File: src/rtl/product_accumulator_pkg.sv
// product_accumulator_pkg: shared widths, FSM encoding and saturating-increment helper
package product_accumulator_pkg;
    localparam int WIDTH_DEF = 16;
    localparam int GUARD_DEF = 8;
    localparam int LEN_W_DEF = 8;

    typedef enum logic {ST_ACCUM, ST_HOLD} state_t;

    function automatic int acc_width(input int width, input int guard);
        return 2 * width + guard;
    endfunction

    // Supports counter widths up to 32 bits
    function automatic logic [31:0] sat_inc(input logic [31:0] v, input int w);
        logic [31:0] mx;
        mx = (w >= 32) ? '1 : ((32'd1 << w) - 32'd1);
        return (v >= mx) ? v : v + 32'd1;
    endfunction
endpackage

File: src/rtl/product_accumulator_if.sv
// product_accumulator_if: product-in / result-out handshake bundle
interface product_accumulator_if #(
    parameter int WIDTH = 16,
    parameter int GUARD = 8,
    parameter int LEN_W = 8
);
    import product_accumulator_pkg::*;
    localparam int ACC_W = acc_width(WIDTH, GUARD);
    logic                 in_valid;
    logic                 in_ready;
    logic [2*WIDTH-1:0]   in_product;
    logic                 in_last;
    logic                 out_valid;
    logic                 out_ready;
    logic [ACC_W-1:0]     out_sum;
    logic [LEN_W-1:0]     out_count;
    logic                 out_overflow;

    modport master (
        output in_valid, in_product, in_last, out_ready,
        input  in_ready, out_valid, out_sum, out_count, out_overflow
    );
    modport slave (
        input  in_valid, in_product, in_last, out_ready,
        output in_ready, out_valid, out_sum, out_count, out_overflow
    );
endinterface

File: src/rtl/ripple_carry_adder.sv
// ripple_carry_adder: W-bit ripple-carry adder with carry in/out
module ripple_carry_adder #(
    parameter int W = 8
) (
    input  logic [W-1:0] a,
    input  logic [W-1:0] b,
    input  logic         carry_in,
    output logic [W-1:0] sum,
    output logic         carry_out
);
    logic c;
    always_comb begin
        c = carry_in;
        sum = '0;
        for (int i = 0; i < W; i++) begin
            sum[i] = a[i] ^ b[i] ^ c;
            c = (a[i] & b[i]) | (c & (a[i] ^ b[i]));
        end
        carry_out = c;
    end
endmodule

File: src/rtl/product_accumulator.sv
// product_accumulator: sums a stream of multiplier products and presents sum/count/overflow
// on a held result; in_last closes a sum, clear aborts it.
module product_accumulator
    import product_accumulator_pkg::*;
#(
    parameter int WIDTH = WIDTH_DEF,
    parameter int GUARD = GUARD_DEF,
    parameter int LEN_W = LEN_W_DEF
) (
    input  logic clk,
    input  logic rst_n,
    input  logic clear,
    product_accumulator_if.slave bus
);
    localparam int ACC_W = acc_width(WIDTH, GUARD);

    state_t             state_q, state_d;
    logic [ACC_W-1:0]   acc_q, acc_d, sum_q, sum_d, add_sum;
    logic [LEN_W-1:0]   count_q, count_d, out_count_q, out_count_d, count_inc;
    logic               ovf_q, ovf_d, out_ovf_q, out_ovf_d, carry_out, xfer;

    ripple_carry_adder #(.W(ACC_W)) u_add (
        .a         (acc_q),
        .b         ({{GUARD{1'b0}}, bus.in_product}),
        .carry_in  (1'b0),
        .sum       (add_sum),
        .carry_out (carry_out)
    );

    assign count_inc        = LEN_W'(sat_inc(32'(count_q), LEN_W));
    assign bus.in_ready     = (state_q == ST_ACCUM) && !clear;
    assign bus.out_valid    = (state_q == ST_HOLD);
    assign bus.out_sum      = sum_q;
    assign bus.out_count    = out_count_q;
    assign bus.out_overflow = out_ovf_q;
    assign xfer             = bus.in_valid && bus.in_ready;

    always_comb begin
        state_d     = state_q;
        acc_d       = acc_q;
        count_d     = count_q;
        ovf_d       = ovf_q;
        sum_d       = sum_q;
        out_count_d = out_count_q;
        out_ovf_d   = out_ovf_q;
        if (clear) begin
            state_d = ST_ACCUM;
            acc_d   = '0;
            count_d = '0;
            ovf_d   = 1'b0;
        end else if (xfer && bus.in_last) begin
            // Closing beat: publish the updated totals and start the next sum from zero
            sum_d       = add_sum;
            out_count_d = count_inc;
            out_ovf_d   = ovf_q | carry_out;
            acc_d       = '0;
            count_d     = '0;
            ovf_d       = 1'b0;
            state_d     = ST_HOLD;
        end else if (xfer) begin
            acc_d   = add_sum;
            count_d = count_inc;
            ovf_d   = ovf_q | carry_out;
        end else if (state_q == ST_HOLD && bus.out_ready) begin
            state_d = ST_ACCUM;
        end
    end

    always_ff @(posedge clk or negedge rst_n) begin
        if (!rst_n) begin
            state_q     <= ST_ACCUM;
            acc_q       <= '0;
            count_q     <= '0;
            ovf_q       <= 1'b0;
            sum_q       <= '0;
            out_count_q <= '0;
            out_ovf_q   <= 1'b0;
        end else begin
            state_q     <= state_d;
            acc_q       <= acc_d;
            count_q     <= count_d;
            ovf_q       <= ovf_d;
            sum_q       <= sum_d;
            out_count_q <= out_count_d;
            out_ovf_q   <= out_ovf_d;
        end
    end
endmodule

File: src/flat_wrapper.sv
// flat-port wrapper written by rule: the top's interface ports become plain ports
module product_accumulator_flat import product_accumulator_pkg::*;
#(
    parameter int WIDTH = WIDTH_DEF,
    parameter int GUARD = GUARD_DEF,
    parameter int LEN_W = LEN_W_DEF
)
  (clk, rst_n, clear, bus_in_valid, bus_in_product, bus_in_last, bus_out_ready, bus_in_ready, bus_out_valid, bus_out_sum, bus_out_count, bus_out_overflow);
  product_accumulator_if #(.WIDTH(WIDTH), .GUARD(GUARD), .LEN_W(LEN_W)) bus_i ();
  input  logic clk;
  input  logic rst_n;
  input  logic clear;
  input wire logic [$bits(bus_i.in_valid)-1:0] bus_in_valid;
  input wire logic [$bits(bus_i.in_product)-1:0] bus_in_product;
  input wire logic [$bits(bus_i.in_last)-1:0] bus_in_last;
  input wire logic [$bits(bus_i.out_ready)-1:0] bus_out_ready;
  output wire logic [$bits(bus_i.in_ready)-1:0] bus_in_ready;
  output wire logic [$bits(bus_i.out_valid)-1:0] bus_out_valid;
  output wire logic [$bits(bus_i.out_sum)-1:0] bus_out_sum;
  output wire logic [$bits(bus_i.out_count)-1:0] bus_out_count;
  output wire logic [$bits(bus_i.out_overflow)-1:0] bus_out_overflow;
  assign bus_i.in_valid = bus_in_valid;
  assign bus_i.in_product = bus_in_product;
  assign bus_i.in_last = bus_in_last;
  assign bus_i.out_ready = bus_out_ready;
  assign bus_in_ready = bus_i.in_ready;
  assign bus_out_valid = bus_i.out_valid;
  assign bus_out_sum = bus_i.out_sum;
  assign bus_out_count = bus_i.out_count;
  assign bus_out_overflow = bus_i.out_overflow;
  product_accumulator #(.WIDTH(WIDTH), .GUARD(GUARD), .LEN_W(LEN_W)) u_core (.clk(clk), .rst_n(rst_n), .clear(clear), .bus(bus_i));
endmodule
File: config.mk
export PLATFORM = sky130hd
export DESIGN_NAME = product_accumulator_flat
export DESIGN_NICKNAME = d
export VERILOG_FILES = /design/src/rtl/product_accumulator_pkg.sv /design/src/rtl/product_accumulator_if.sv /design/src/rtl/ripple_carry_adder.sv /design/src/rtl/product_accumulator.sv /design/src/flat_wrapper.sv
export SDC_FILE = /design/constraint.sdc
export NUM_CORES = 1
export LEC_CHECK = 0
export BUFFER_PORTS_ARGS = -buffer_cell sky130_fd_sc_hd__buf_2
export CAP_MARGIN = 20
export CORE_UTILIZATION = 35
export DETAILED_ROUTE_END_ITERATION = 10
export PLACE_DENSITY = 0.55
export SYNTH_ARGS = -nofsm -noshare
export SYNTH_HDL_FRONTEND = slang
export SYNTH_SLANG_ARGS = --single-unit
File: constraint.sdc
create_clock -name clk -period 40.2 [get_ports clk]
set_input_delay 2.01 -clock clk [delete_from_list [all_inputs] [get_ports clk]]
set_output_delay 2.01 -clock clk [all_outputs]
set_load 0.1 [all_outputs]
==> results.md, run 1 <==
* H-tree Lvls at 3
* Syn. warnings at 0
* Critical Path Max Stage Delay at between 0.4 and 0.5 ns
* HPWL Detailed at ~6400 um
* Register area at between 2000 and 2500 sq um
* First-pass GRT wire length at ~16000 um
* P_leak at 2.81 nW
* Slowest CP cell: fa_1
* Asr flop ratio synth at 100%
* Layout area overhead at 19.0%
* Largest net degree at the start of global routing at 79
* DRC viols at 0
* CTS tree: done
* Number of max-cap violations at 0
* Most frequent CP cell: fa_1
* WS Path Type: input pin to flop
* Ratio of cells with drive above 1 in the final layout at 22.9%
* Slew Limit Fails at 0
* Synth top area share at 52.5%
* Post-cts gate resize count at 0
* Multi-input logic area at 1900 sq um
* Most frequent cells in the layout: 99 x dfrtp_1, 87 x buf_2, 76 x nand2_1, 63 x inv_1, 35 x o21ai_0
* Final setup TNS at 0 ns
* Die ar. at approximately 14000 sq um
* Buffers on Ports at 88
* CP Launch Type: input pin
* FF+latch count, synth at 99
* Crit end category: flop
* Initial antenna violation count at 0
* Data arrival, critical path at 16.91 ns
* Core area at ~13000 sq um
* Die height at around 120 um
* RSZ-0062 raised after global routing: no
* Antenna cells at 0
* Top cell type by total area after synthesis: dfrtp_1
* Clock-pin transition on the worst setup and hold timing paths at roughly 0.06 ns
* Root Buffer: clkbuf_16
* Clk buf depth at 2
* Post-Syn Instances at ~430
* Worst slew margin at 27.6%
* Routability congestion estimate at 0.757
* Final layout net count at just under 600
* Min-delay worst type: flop to flop
* Ys flop type: dfrtp_1
* Final setup violation count at 0
* Worst Path Max Fanout at 2
* Clock sink count at 99
* Library cells used by synthesis at 40
* Syn_nets at 510
* Ranking of synthesized cells by area: dfrtp_1 52%, fa_1 13%, nand2_1 6.0%, inv_1 5.0%, o22ai_1 4.0%
* Commonest non-fill, non-tap cell in the layout: dfrtp_1
* Peak VDD IR at ~0.029 mV
* DR vias/cell at approximately 4.6
* Routed WL at slightly above 9000 um
* DRT Pass-1 Iters at 4
* Initial Util at between 30% and 40%
* # hold bufs at CTS at 0
* DRT antenna net count at 0
* Syn Area/Cell at approximately 11 sq um
* EDFF count, synth at 0
* All-Layer GR Usage at ~15%
* Worst skew pair latency at 0.34 ns
* FMAX at 60.0 MHz
* FP Rows at between 40 and 50
* Period minus WS final at roughly 17 ns
* Synth Cell Area at about 4700 sq um
* Seq/Total Area, Yosys at a little over half
* Clock skew at 0.00608 ns
* Total I/O pin count at 89
* Tcrit/Tclk final at 41.5%
* Via count at about 3200
* Status: finished, final reports clean
* Worst-Margin Slew at approximately 1.1 ns
* Setup Fix Bufs, Post-CTS at 0
* Vias in the first global route at between 3000 and 4000
* Fin. Hold Viols at 0
* 1st-iter DRT viols at 97
* Fillers at 1275
* GRT overflow at 0
* CP required at roughly 40 ns
* Power Density at between 50 and 60 nW/um^2
* Layout Utilization at 42.6%
* TritonCTS Buffers at 9
* Wirelength per Cell at 13.3 um
* Die X at roughly 120 um
==> per-layer routing <==
| metal | wire length (um) | GRT usage, % | up-vias | part of all wire (%) |
|---|---|---|---|---|
| li1 | - | - | 1574 | - |
| met1 | 4310 | 19.4 | 1555 | 47 |
| met2 | 4300 | 22.9 | 66 | 47 |
| met3 | 385 | 3.04 | 12 | 4.2 |
| met4 | 183 | 6.97 | 0 | 2.0 |
| met5 | 0 | 0 | - | 0 |
==> synth_stat cells (2+ instances only) <==
| cell | instances |
|---|---|
| inv_1 | 63 |
| a21o_1 | 2 |
| a21oi_1 | 7 |
| and3_1 | 2 |
| buf_2 | 13 |
| and2_1 | 2 |
| nand3_1 | 2 |
| nor2_1 | 6 |
| o22ai_1 | 30 |
| a22o_1 | 14 |
| o21ai_0 | 35 |
| o22a_1 | 2 |
| dfrtp_1 | 99 |
| o21ai_2 | 2 |
| nand2_1 | 76 |
| ha_1 | 10 |
| o21ai_1 | 3 |
| and3_4 | 2 |
| a31oi_1 | 2 |
| buf_6 | 2 |
| clkbuf_1 | 6 |
| fa_1 | 31 |
| xnor2_1 | 3 |
==> stage by stage <==
step                      cell area (sq um)  setup WS (ns)  hold slack [ns]  power [mW]  instances
final                                  5620          23.52            0.470       0.314        692
after global routing                   5620          22.84            0.497       0.329        692
after CTS                              5620          23.40            0.480       0.318        692
after detailed placement               5310          23.08            0.461       0.226        677
after global placement                 5310          23.20            0.456       0.225        677
after floorplan                        4720          23.75            0.467       0.205        431
==> critical path: cells and delay by family <==
kind	cells	cell delay, ns
adder cells (fa/ha/maj)	40	14.46
buffers and inverters	3	0.22
AO/OA/AOI/OAI	1	0.20
==> path summary, 6_finish.rpt <==
kind / slack [ns] / end / cells past startpoint / from
max in group asynchronous: 37.39 / u_core.count_q[1]$_DFFE_PN0P_ / 2 / rst_n
min in group asynchronous: 1.65 / u_core.bus.out_sum[32]$_DFFE_PN0P_ / 1 / rst_n
worst min register to register: 0.47 / u_core.bus.out_count[0]$_DFFE_PN0P_ / 2 / u_core.bus.out_count[0]$_DFFE_PN0P_
worst min-delay path: 0.47 / u_core.bus.out_count[0]$_DFFE_PN0P_ / 2 / u_core.bus.out_count[0]$_DFFE_PN0P_
worst max-delay path: 23.52 / u_core.acc_q[39]$_DFFE_PN0P_ / 44 / bus_in_product[0]
worst max register to register: 24.89 / u_core.acc_q[39]$_DFFE_PN0P_ / 43 / u_core.acc_q[0]$_DFFE_PN0P_
==> cells by family (layout without fill, tap and decap cells) <==
logic type	after synthesis	after routing	synth area share, %
xor gates and xnor gates	3	3	0.556
muxes	2	2	0.450
DFF	99	99	52.5
AOI/OAI and AO/OA	102	102	13.6
and+or+nand+nor	98	98	9.54
buffers and inverters	86	171	7.58
adders and majority gates	41	41	15.8
==> registers in the layout (all words and copies together) (netlist names) <==
| register | count |
|---|---|
| u_core.acc_q | 40 |
| u_core.bus.out_count | 8 |
| u_core.bus.out_overflow | 1 |
| u_core.bus.out_sum | 40 |
| u_core.bus.out_valid | 1 |
| u_core.count_q | 8 |
| u_core.ovf_q | 1 |
==> cell type report <==
type | instances | area share (%)
sequential | 99 | 44.1
clock inverter | 2 | 1.07
timing repair buffer | 92 | 8.41
multi-input combinational | 246 | 33.8
clock buffer | 13 | 4.45
inverter | 64 | 4.27
tap | 176 | 3.92
==> where the power goes <==
part / switching [mW] / internal (mW) / total, mW
Sequential: 0.00531 / 0.111 / 0.116
Combinational: 0.0894 / 0.0176 / 0.107
Clock: 0.0354 / 0.0560 / 0.0914
Total: 0.130 / 0.184 / 0.314
Note: power is estimated with default switching activity, not from simulation.
==> run 2, diff against run 1 <==
- clock period: 40.2 -> 16.79 ns (I/O delays scaled with it)
==> run 2 against run 1 <==
Utilization shrank 0.076 points. Worst hold slack is essentially flat. Setup slack lost 22 ns. Register-to-register slack lost 23 ns. Total power grew 130%. Combinational power grew 140%. First-iteration DRC count grew 21%. Global-route usage is essentially flat.
==> results.md, run 2 (synthesis gave the netlist of run 1 again) <==
* Crit end category: flop (unchanged)
* # placed instances at 677 (unchanged)
* TritonCTS Buffers at 9 (unchanged)
* All-Layer GR Usage at 14.6% (about the same)
* Setup Fix Bufs, Post-CTS at 0 (unchanged)
* Worst Path Max Fanout at 2 (unchanged)
* Fin. Hold Viols at 0 (unchanged)
* Non-filler cells in the finished layout at 693 (was 692)
* Root Buffer: clkbuf_16 (unchanged)
* Number of max-cap violations at 0 (unchanged)
* Wirelength per Cell at 13.3 um (about the same)
* Routability congestion estimate at 0.757 (about the same)
* Tcrit/Tclk final at 92.5%
* Layout area overhead at 18.8% (was 19.0%)
* Fillers at 1283 (was 1275)
* Peak VDD IR at 0.0645 mV (was 0.0288 mV)
* RSZ-0062 raised after global routing: no (unchanged)
* Min-delay worst type: input pin to async pin (was flop to flop)
* 1st-iter DRT viols at 117 (was 97)
* Clock skew at 0.00565 ns (was 0.00608 ns)
* Final setup TNS at 0 ns (unchanged)
* Via count at 3253 (was 3207)
* CP required at 17.02 ns (was 40.43 ns)
* Power Density at 131 nW/um^2 (was 55.9 nW/um^2)
* Placed instance area at 5310 sq um (unchanged)
* Core area at 13200 sq um (unchanged)
* Layout Utilization at 42.6% (about the same)
* Pre-CTS setup slack at 0.829 ns (was 23.08 ns)
* Finished Cell Area at 5610 sq um (was 5620 sq um)
* Period minus WS final at roughly 16 ns
* CTS tree: done (unchanged)
* FMAX at ~64 MHz
* Most frequent CP cell: fa_1 (unchanged)
* Final layout net count at 591 (unchanged)
* Die X at 118 um (unchanged)
* DR vias/cell at 4.69 (was 4.63)
* CP Launch Type: input pin (unchanged)
* Clk buf depth at 2 (unchanged)
* Die height at 118 um (unchanged)
* P_leak at 2.81 nW (about the same)
* Worst skew pair latency at 0.34 ns (about the same)
* Data arrival, critical path at 15.76 ns (was 16.91 ns)
* First-pass GRT wire length at 16000 um (about the same)
* Worst-Margin Slew at 1.07 ns (was 1.08 ns)
* DRT antenna net count at 0 (unchanged)
* Worst slew margin at 28.7% (was 27.6%)
* Tot Pwr at 738 uW (was 314 uW)
* WS Path Type: input pin to flop (unchanged)
* Die ar. at 14000 sq um (unchanged)
* DRC viols at 0 (unchanged)
* GRT overflow at 0 (unchanged)
* Most frequent cells in the layout: 99 x dfrtp_1, 87 x buf_2, 76 x nand2_1, 63 x inv_1, 35 x o21ai_0 (unchanged)
* HPWL Detailed at 6430 um (was 6410 um)
* Slowest CP cell: fa_1 (unchanged)
* Vias in the first global route at 3355 (was 3382)
* Final setup violation count at 0 (unchanged)
* Critical Path Max Stage Delay at 0.46 ns (about the same)
* Largest net degree at the start of global routing at 79 (unchanged)
* Slew Limit Fails at 0 (unchanged)
* Antenna cells at 0 (unchanged)
* DRT Pass-1 Iters at 5 (was 4)
* # hold bufs at CTS at 0 (unchanged)
* Ratio of cells with drive above 1 in the final layout at 23.6% (was 22.9%)
* H-tree Lvls at 3 (unchanged)
* FP Rows at 42 (unchanged)
* Clock-pin transition on the worst setup and hold timing paths at 0.06 ns (about the same)
* Post-cts gate resize count at 0 (unchanged)
* PnR worst setup slack at 1.26 ns (was 23.52 ns)
* Total I/O pin count at 89 (unchanged)
* Initial Util at 35.8% (unchanged)
* Routed WL at 9210 um (was 9180 um)
* Status: finished, final reports clean (unchanged)
* Initial antenna violation count at 0 (unchanged)
* Clock sink count at 99 (unchanged)
* Commonest non-fill, non-tap cell in the layout: dfrtp_1 (unchanged)
* Hold_ws at 0.469 ns (was 0.470 ns)
* Buffers on Ports at 88 (unchanged)
-- run 2: cell count changes in the layout (fill, tap and decap cells not counted), sizes merged --
cell	before	now
clkinvlp	0	2
bufinv	2	0
clkinv	0	1
-- run 2: per-layer routing --
metal	global-route usage (%)	wire length, um
met1	19.6	4280
met2	23.1	4380
met3	2.80	411
met4	6.49	140
met5	0	0
-- run 2: path summary, 6_finish.rpt --
| check | startpoint | end | slack [ns] | depth (start not counted) |
|---|---|---|---|---|
| max | bus_in_product[0] | u_core.acc_q[39]$_DFFE_PN0P_ | 1.26 | 44 |
| min | rst_n | u_core.bus.out_sum[33]$_DFFE_PN0P_ | 0.47 | 1 |
| max reg2reg | u_core.acc_q[0]$_DFFE_PN0P_ | u_core.acc_q[39]$_DFFE_PN0P_ | 1.47 | 43 |
| min reg2reg | u_core.bus.out_count[0]$_DFFE_PN0P_ | u_core.bus.out_count[0]$_DFFE_PN0P_ | 0.47 | 2 |
| max in group asynchronous | rst_n | u_core.bus.out_count[2]$_DFFE_PN0P_ | 15.19 | 2 |
| min in group clk | u_core.bus.out_count[0]$_DFFE_PN0P_ | u_core.bus.out_count[0]$_DFFE_PN0P_ | 0.47 | 2 |
-- run 2: where the power goes --
| group | leakage (nW) | internal (mW) | switching [mW] |
|---|---|---|---|
| clock | 0.144 | 0.116 | 0.0875 |
| sequential | 1.31 | 0.265 | 0.0132 |
| combinational | 1.35 | 0.0421 | 0.214 |
-- run 2: area by class of cell --
type	count	area [sq um]	share of cell area, %
well taps	176	220	3.92
flip-flops and latches	99	2480	44.1
multi-input cells	246	1900	33.9
clock inverters	3	20.0	0.357
clock buffers	13	280	4.99
inverters	64	240	4.28
repair buffers	92	473	8.43
-- run 2: worst max-delay path: cells and delay by family --
kind,cells,cell delay [ns]
buffers and inverters,3,0.23
adder cells (fa/ha/maj),40,14.46
AO/OA/AOI/OAI,1,0.20
